==> src/rtl/uart_pkg.sv <==
// uart_pkg: shared UART types and baud-timing helpers
// Holds the receiver FSM encoding, a bit-width helper and the per-bit
// clock count derivation shared with the transmit-side clock generator.
package uart_pkg;

    typedef enum logic [1:0] {IDLE, START, DATA, STOP} rx_state_t;

    // number of bits needed to represent v (at least 1)
    function automatic int bit_width(input int v);
        int w;
        w = 1;
        for (int i = 1; i < 32; i++)
            if ((v >> i) != 0) w = i + 1;
        return w;
    endfunction

    // clocks per bit minus one; integer truncation is intentional
    function automatic int bps_cnt(input int clk_freq, input int baud);
        return clk_freq / baud - 1;
    endfunction

endpackage

==> src/rtl/uart_rx_sync.sv <==
// uart_rx_sync: 2-FF synchronizer plus falling-edge detector for the rx line
// Ports: clk, rst (async, active-high), rx_in (raw line),
//        rx_s (synchronized line), fall_pulse (1 when rx_s goes 1 -> 0).
// All flops reset to 1 so an idle-high line never fakes an edge out of reset.
module uart_rx_sync (
    input  logic clk,
    input  logic rst,
    input  logic rx_in,
    output logic rx_s,
    output logic fall_pulse
);

    logic s1, s2, s3;

    always_ff @(posedge clk or posedge rst) begin
        if (rst) begin
            s1 <= 1'b1;
            s2 <= 1'b1;
            s3 <= 1'b1;
        end else begin
            s1 <= rx_in;
            s2 <= s1;
            s3 <= s2;
        end
    end

    assign rx_s       = s2;
    assign fall_pulse = s3 & ~s2;

endmodule

==> src/rtl/uart_rx.sv <==
// uart_rx: 8N1 LSB-first UART receiver, self-timed from the system clock
// Ports: clk, rst (async, active-high), rx_in (raw serial line),
//        rx_data (last good byte), rx_done (1-cycle good-frame pulse),
//        frame_err (1-cycle bad-stop pulse), rx_busy (FSM not idle).
// The start bit is re-centred at HALF, after which every bit is sampled
// BPS_CNT+1 clocks apart, i.e. in the middle of each bit cell.
module uart_rx
    import uart_pkg::*;
#(
    parameter int CLK_FREQUENCE = 50_000_000,
    parameter int BAUD_RATE     = 9600
) (
    input  logic       clk,
    input  logic       rst,
    input  logic       rx_in,
    output logic [7:0] rx_data,
    output logic       rx_done,
    output logic       frame_err,
    output logic       rx_busy
);

    localparam int BPS_CNT = bps_cnt(CLK_FREQUENCE, BAUD_RATE);
    localparam int HALF    = BPS_CNT / 2;
    localparam int CNT_WD  = bit_width(BPS_CNT);
    localparam logic [CNT_WD-1:0] BPS_C  = CNT_WD'(BPS_CNT);
    localparam logic [CNT_WD-1:0] HALF_C = CNT_WD'(HALF);

    rx_state_t         st, nxt;
    logic [CNT_WD-1:0] cnt;
    logic [2:0]        idx;
    logic [7:0]        shreg;
    logic              rx_s, fall;
    logic              bit_end, half_hit, shift_en, done_d, err_d;

    uart_rx_sync u_sync (
        .clk       (clk),
        .rst       (rst),
        .rx_in     (rx_in),
        .rx_s      (rx_s),
        .fall_pulse(fall)
    );

    assign bit_end  = cnt == BPS_C;
    assign half_hit = cnt == HALF_C;

    always_ff @(posedge clk or posedge rst) begin
        if (rst) st <= IDLE;
        else     st <= nxt;
    end

    always_comb begin
        nxt = st;
        case (st)
            IDLE:    nxt = fall ? START : IDLE;
            START:   nxt = half_hit ? (rx_s ? IDLE : DATA) : START;
            DATA:    nxt = (bit_end && idx == 3'd7) ? STOP : DATA;
            STOP:    nxt = bit_end ? IDLE : STOP;
            default: nxt = IDLE;
        endcase
    end

    always_comb begin
        shift_en = st == DATA && bit_end;
        done_d   = st == STOP && bit_end && rx_s;
        err_d    = st == STOP && bit_end && !rx_s;
        rx_busy  = st != IDLE;
    end

    // idx wraps 7 -> 0 on the last data sample, leaving it cleared for STOP
    always_ff @(posedge clk or posedge rst) begin
        if (rst) begin
            cnt       <= '0;
            idx       <= 3'd0;
            shreg     <= 8'h00;
            rx_data   <= 8'h00;
            rx_done   <= 1'b0;
            frame_err <= 1'b0;
        end else begin
            cnt       <= (st == IDLE) ? '0
                       : (st == START) ? (half_hit ? '0 : cnt + 1'b1)
                       : (bit_end ? '0 : cnt + 1'b1);
            idx       <= shift_en ? idx + 3'd1 : idx;
            shreg     <= shift_en ? {rx_s, shreg[7:1]} : shreg;
            rx_data   <= done_d ? shreg : rx_data;
            rx_done   <= done_d;
            frame_err <= err_d;
        end
    end

endmodule

==> config.mk <==
export PLATFORM = sky130hd
export DESIGN_NAME = uart_rx
export DESIGN_NICKNAME = d
export VERILOG_FILES = /design/src/rtl/uart_pkg.sv /design/src/rtl/uart_rx_sync.sv /design/src/rtl/uart_rx.sv
export SDC_FILE = /design/constraint.sdc
export NUM_CORES = 1
export LEC_CHECK = 0
export CORE_MARGIN = 3
export CORE_UTILIZATION = 50
export DETAILED_ROUTE_END_ITERATION = 12
export HOLD_SLACK_MARGIN = 0.12
export PLACE_DENSITY_LB_ADDON = 0.05
export SLEW_MARGIN = 20
export SYNTH_ARGS = -nofsm -noshare
export SYNTH_HDL_FRONTEND = slang
export SYNTH_SLANG_ARGS = --single-unit
==> constraint.sdc <==
create_clock -name clk -period 2.37 [get_ports clk]
set_input_delay 0.5925 -clock clk [delete_from_list [all_inputs] [get_ports clk]]
set_output_delay 0.5925 -clock clk [all_outputs]
set_load 0.1 [all_outputs]
# After elaboration in Yosys (flattened, before gate mapping)
# Cells that the tools add are included.
# word_totals
latchBits	0
elab_cells	38
rom_bits	0
ram_bits	0
memories	0
regBits	39
inputBits	3
# classes
n_shift	0
reduce_logical	8
n_bitwise	2
order_cmp	0
eq_ne	6
multipliers	0
addsub	2
mux	10
div_mod_pow	0
# ops
cell	n
13-bit two-way mux	4
13-bit by 1-bit adder with 13-bit output (second input constant)	1
13-bit by 12-bit == test with 1-bit output (second input constant)	1
13-bit == test (second input constant)	1
2-bit one-hot mux with 4 select lines	1
2-bit two-way mux	3
1-bit logical AND	5
2-bit == test (second input constant)	2
3-bit by 1-bit adder with 3-bit output (second input constant)	1
3-bit == test (second input constant)	1
2-bit by 1-bit == test with 1-bit output (second input constant)	1
2-bit zero test	1
1-bit two-way mux	2
2-bit nonzero test	1
1-bit bitwise AND	1
1-bit zero test	1
1-bit NOT	1

# Longest topological paths before layout
# depth
depth_word	4
depth_mapped	6
ltp_nobuf	5

# Modules after synthesis
# Synthesis repeated with hierarchy kept, for this count alone.
# unflattened
hier_cells	134
hier_area_um2	1783.0
# by_module_without_submodules
module	instances	area_per_inst_um2	cells_each	seq_area_each_um2
uart_rx	1	1686.6	129	900.9
uart_rx_sync	1	96.3	5	78.8

# Worst setup path before layout
# OpenSTA, ideal clock, no wires.
# synth_timing
path_type	register to register
from	reg cnt[0]
to	reg idx[1]
period_less_slack_ns	1.822
setup_ns	0.125
path_stages_with_launch	7
t_arrival_ns	1.697
required_ns	2.245
path_slack_ns	0.548
path_cell_list	dfrtp_1 -> ha_1 -> and4_1 -> and3_2 -> nand2_1 -> buf_2 -> mux2_2
# synth_between
elab_chain_cells	2
# synth_lines
element	line	rtl
start, declared	uart_rx.sv:29	logic [CNT_WD-1:0] cnt;
start signal, assigned	uart_rx.sv:79	cnt <= (st == IDLE) ? '0
13-bit == test	uart_rx.sv:43	assign bit_end = cnt == BPS_C;
1-bit logical AND	uart_rx.sv:63	shift_en = st == DATA && bit_end;
end signal, assigned	uart_rx.sv:82	idx <= shift_en ? idx + 3'd1 : idx;
end, declared	uart_rx.sv:30	logic [2:0] idx;
# No other way between the ends.
# A chain may end at the register's enable or synchronous reset.

# Worst setup path in the final report
# layout_timing
from	reg cnt[0]
to	reg shreg[7]
# layout_between
elab_chain_cells	2
# layout_lines
element	line	rtl
13-bit == test	uart_rx.sv:43	
1-bit logical AND	uart_rx.sv:63	
end signal, assigned	uart_rx.sv:83	shreg <= shift_en ? {rx_s, shreg[7:1]} : shreg;
end, declared	uart_rx.sv:31	logic [7:0] shreg;
# No other way between the ends.

==> metrics.txt <==
count of antenna diodes in the layout 0; area of the core region 3128 um2; number of setup violations in the final report 0; Avg Inst Size Synth 13.05 um2; Max Transition Viols Final 0; critical path start-end classification register to register; overall die width 64.02 um; CTS buffer count 5; placement-stage cell area 1846 um2; post-synth cell types 32; Slew @ Worst Pin 489.2 ps; gr busiest metal met2; Seq. cell area 979.7 um2; Post-CTS Repair Setup Buffers 0; root buffer cell sky130_fd_sc_hd__clkbuf_4; Cell Int Power 0.9305 mW; Filler Cells Inserted 275; half-perimeter wire length after placement 1912 um; number of primary I/O pins 14; Iter 0 DRT Violations 52; outcome completed; setup repair after global routing missed its margin false; Setup crit end kind register; Seq/Total Area, Yosys 58.22%; Resize count post-CTS 0; DR vias 1,028; fraction of met3 tracks used by global routing 4.218%; proportion of layout cells with a drive suffix above 1 34.00%; number of antenna violations at the first check in global routing 0; cell accounting for the most synthesized area sky130_fd_sc_hd__dfrtp_1; highest attainable clock frequency 483.2 MHz; number of buffers added on ports 13; # hold bufs at CTS 0; met2 routing resource usage after global routing 26.71%; maximum number of pins on one net before global-route repair 40; number of placed instances with taps included 186; Antenna Nets Post-Route 0; path class of the lowest-slack min-delay path register to register; maximum fanout count along the critical path 11; fraction of synthesized cell area taken by the top area cell type 53.53%; fraction of power spent switching nets 29.23%; area of the die 4098 um2; biggest area contributors in the synthesized netlist sky130_fd_sc_hd__dfrtp_1, sky130_fd_sc_hd__mux2_2, sky130_fd_sc_hd__dfstp_2; final global-route overflow total 0; clock tree from TritonCTS yes; area of the multi-input gates 681.9 um2; average wire per standard cell 14.32 um; count of endpoints failing hold in the final timing report 0; global placement routability congestion 0.8098; Detailed Routing Iterations Pass 1 4; Clock Path Buffers 2; proportion of power drawn by combinational gates 12.6%; area growth from synthesis to final layout 13.68%; Synth Warn # 0; Min Clock Period, post-route 2070 ps; number of global-route vias before repair 1,082; normalized max-slew margin 67.31%; net count of the mapped netlist 135; Fin Clk Skew 10.95 ps; number of H-tree branching levels 2; Power Dens Cells 687.3 nW/um2; final period utilization 87.32%; total of flip-flops plus latches after synthesis 39; fraction of power consumed by sequential logic 58.8%; number of placement rows 20; number of nets in the layout 155; first-pass GRT wire length 4919 um; Global Route Usage Sum 16.11%; setup TNS 0 ps; vertical die dimension 64.02 um; Cell Area, Synth 1683 um2; Worst-path clk slew 120 ps; worst IR drop on VDD 0.4567 mV; Overall Power 1.315 mW; Cell Count, Final, Fillers Out 194; DRC violation count after routing 0; WP data arrival 2330 ps; CP Data Required Time 2630 ps; net switching power figure 0.3844 mW; final WL 2778 um; starting density of the core 53.80%; leakage power summed over all cells 0.9154 nW; post-route cell area 1913 um2; met1 Usage GRT 18.17%; number of maximum-capacitance constraint violations 0; share of total power in the clock network 28.6%; Mapped Cells 129; worst-skew pair later-pin latency 360 ps; clock sink count 39; number of vias per cell 5.299; launching element type of the critical path register
## power groups by stage
stage	clock, mW	sequential [mW]	combinational, mW
2_1_floorplan	0	0.770	0.136
3_3_place_gp	0	0.782	0.165
3_5_place_dp	0	0.784	0.170
4_1_cts	0.389	0.772	0.170
5_1_grt	0.427	0.781	0.186
6_report	0.376	0.773	0.166
## layout by cell type (no fill, tap or decap), types with 5 or more instances in the layout
cell type,instances
sky130_fd_sc_hd__nand3_1,5
sky130_fd_sc_hd__xor2_1,5
sky130_fd_sc_hd__mux2_2,18
sky130_fd_sc_hd__clkbuf_4,5
sky130_fd_sc_hd__buf_4,13
sky130_fd_sc_hd__dfrtp_1,36
sky130_fd_sc_hd__xnor2_1,7
sky130_fd_sc_hd__nor2_1,15
## critical path, cell delays in order (launching register included)
cell and delay (ps):
sky130_fd_sc_hd__dfrtp_1 420, sky130_fd_sc_hd__ha_1 260, sky130_fd_sc_hd__and4_1 280, sky130_fd_sc_hd__and3_2 230, sky130_fd_sc_hd__nand2_1 380, sky130_fd_sc_hd__mux2_2 400
## metal layers
metal  vias up  wire (um)
met5         -          0
met2        14       1430
met1       509       1178
li1        497          -
met4         0         77
met3         8         91
## registers in the layout (all words and copies together), names as in the netlist
name and count:
u_sync.rx_s 1, u_sync.s1 1, shreg 8, st 2, frame_err 1, cnt 13, rx_done 1, u_sync.s3 1
rx_data 8, idx 3
## worst paths after layout
kind / start / to / slack, ps / depth (start not counted)
setup / recovery: cnt[0]$_DFF_PP0_ / shreg[7]$_DFFE_PP0P_ / 300 / 5
min in group asynchronous: rst / rx_data[1]$_DFFE_PP0P_ / 630 / 3
setup reg to reg: cnt[0]$_DFF_PP0_ / shreg[7]$_DFFE_PP0P_ / 300 / 5
hold reg to reg: u_sync.s1$_DFF_PP1_ / u_sync.rx_s$_DFF_PP1_ / 360 / 0
max in group asynchronous: rst / u_sync.rx_s$_DFF_PP1_ / 1390 / 3
hold / removal: u_sync.s1$_DFF_PP1_ / u_sync.rx_s$_DFF_PP1_ / 360 / 0
## through the flow
step	setup slack (ps)	hold WS, ps	utilization, %
finish	300.4	364.4	61.16
global route	177.0	368.1	61.16
CTS	298.7	364.8	61.16
detailed placement	309.8	346.8	59.00
global placement	372.4	345.3	59.00
floorplan	548.2	345.2	-
## synth_stat cells
cell type	n
sky130_fd_sc_hd__nor4b_4	1
sky130_fd_sc_hd__and4_2	1
sky130_fd_sc_hd__and4_1	2
sky130_fd_sc_hd__buf_2	2
sky130_fd_sc_hd__xor2_1	5
sky130_fd_sc_hd__nand3_1	5
sky130_fd_sc_hd__nand3_2	1
sky130_fd_sc_hd__dfrtp_1	36
sky130_fd_sc_hd__and2_0	1
sky130_fd_sc_hd__inv_1	3
sky130_fd_sc_hd__nor3_1	2
sky130_fd_sc_hd__a21oi_1	1
sky130_fd_sc_hd__nor2_1	15
sky130_fd_sc_hd__or2_2	1
sky130_fd_sc_hd__nand2b_1	1
sky130_fd_sc_hd__and3_2	2
sky130_fd_sc_hd__o211ai_1	1
sky130_fd_sc_hd__ha_1	3
sky130_fd_sc_hd__a31oi_1	3
sky130_fd_sc_hd__dfstp_2	3
sky130_fd_sc_hd__nor3b_1	1
sky130_fd_sc_hd__xnor2_1	7
sky130_fd_sc_hd__nand3b_1	1
sky130_fd_sc_hd__nor4b_2	1
sky130_fd_sc_hd__a41oi_1	1
sky130_fd_sc_hd__nor4b_1	1
sky130_fd_sc_hd__mux2_2	18
sky130_fd_sc_hd__nor2b_1	2
sky130_fd_sc_hd__and4bb_2	1
sky130_fd_sc_hd__nand4_1	3
sky130_fd_sc_hd__nand2_1	3
sky130_fd_sc_hd__nor3_4	1
## cell type report
type	count	share of cell area, %
Clock buffer	6	2.681
Clock inverter	2	0.8502
Inverter	3	0.5886
Multi-Input combinational cell	85	35.64
Sequential cell	39	51.21
Tap cell	44	2.878
Timing Repair Buffer	15	6.148
## logic make-up after synthesis
| family | count (synthesis) | share of synthesized area [%] |
|---|---|---|
| XOR/XNOR | 12 | 6.245 |
| AO/OA/AOI/OAI | 6 | 2.379 |
| adder cells (fa/ha/maj) | 3 | 2.231 |
| flip-flops | 39 | 58.22 |
| AND/OR/NAND/NOR | 46 | 17.62 |
| multiplexers | 18 | 12.04 |
| buffers and inverters | 5 | 1.264 |
Note: power is estimated with default switching activity, not from simulation.
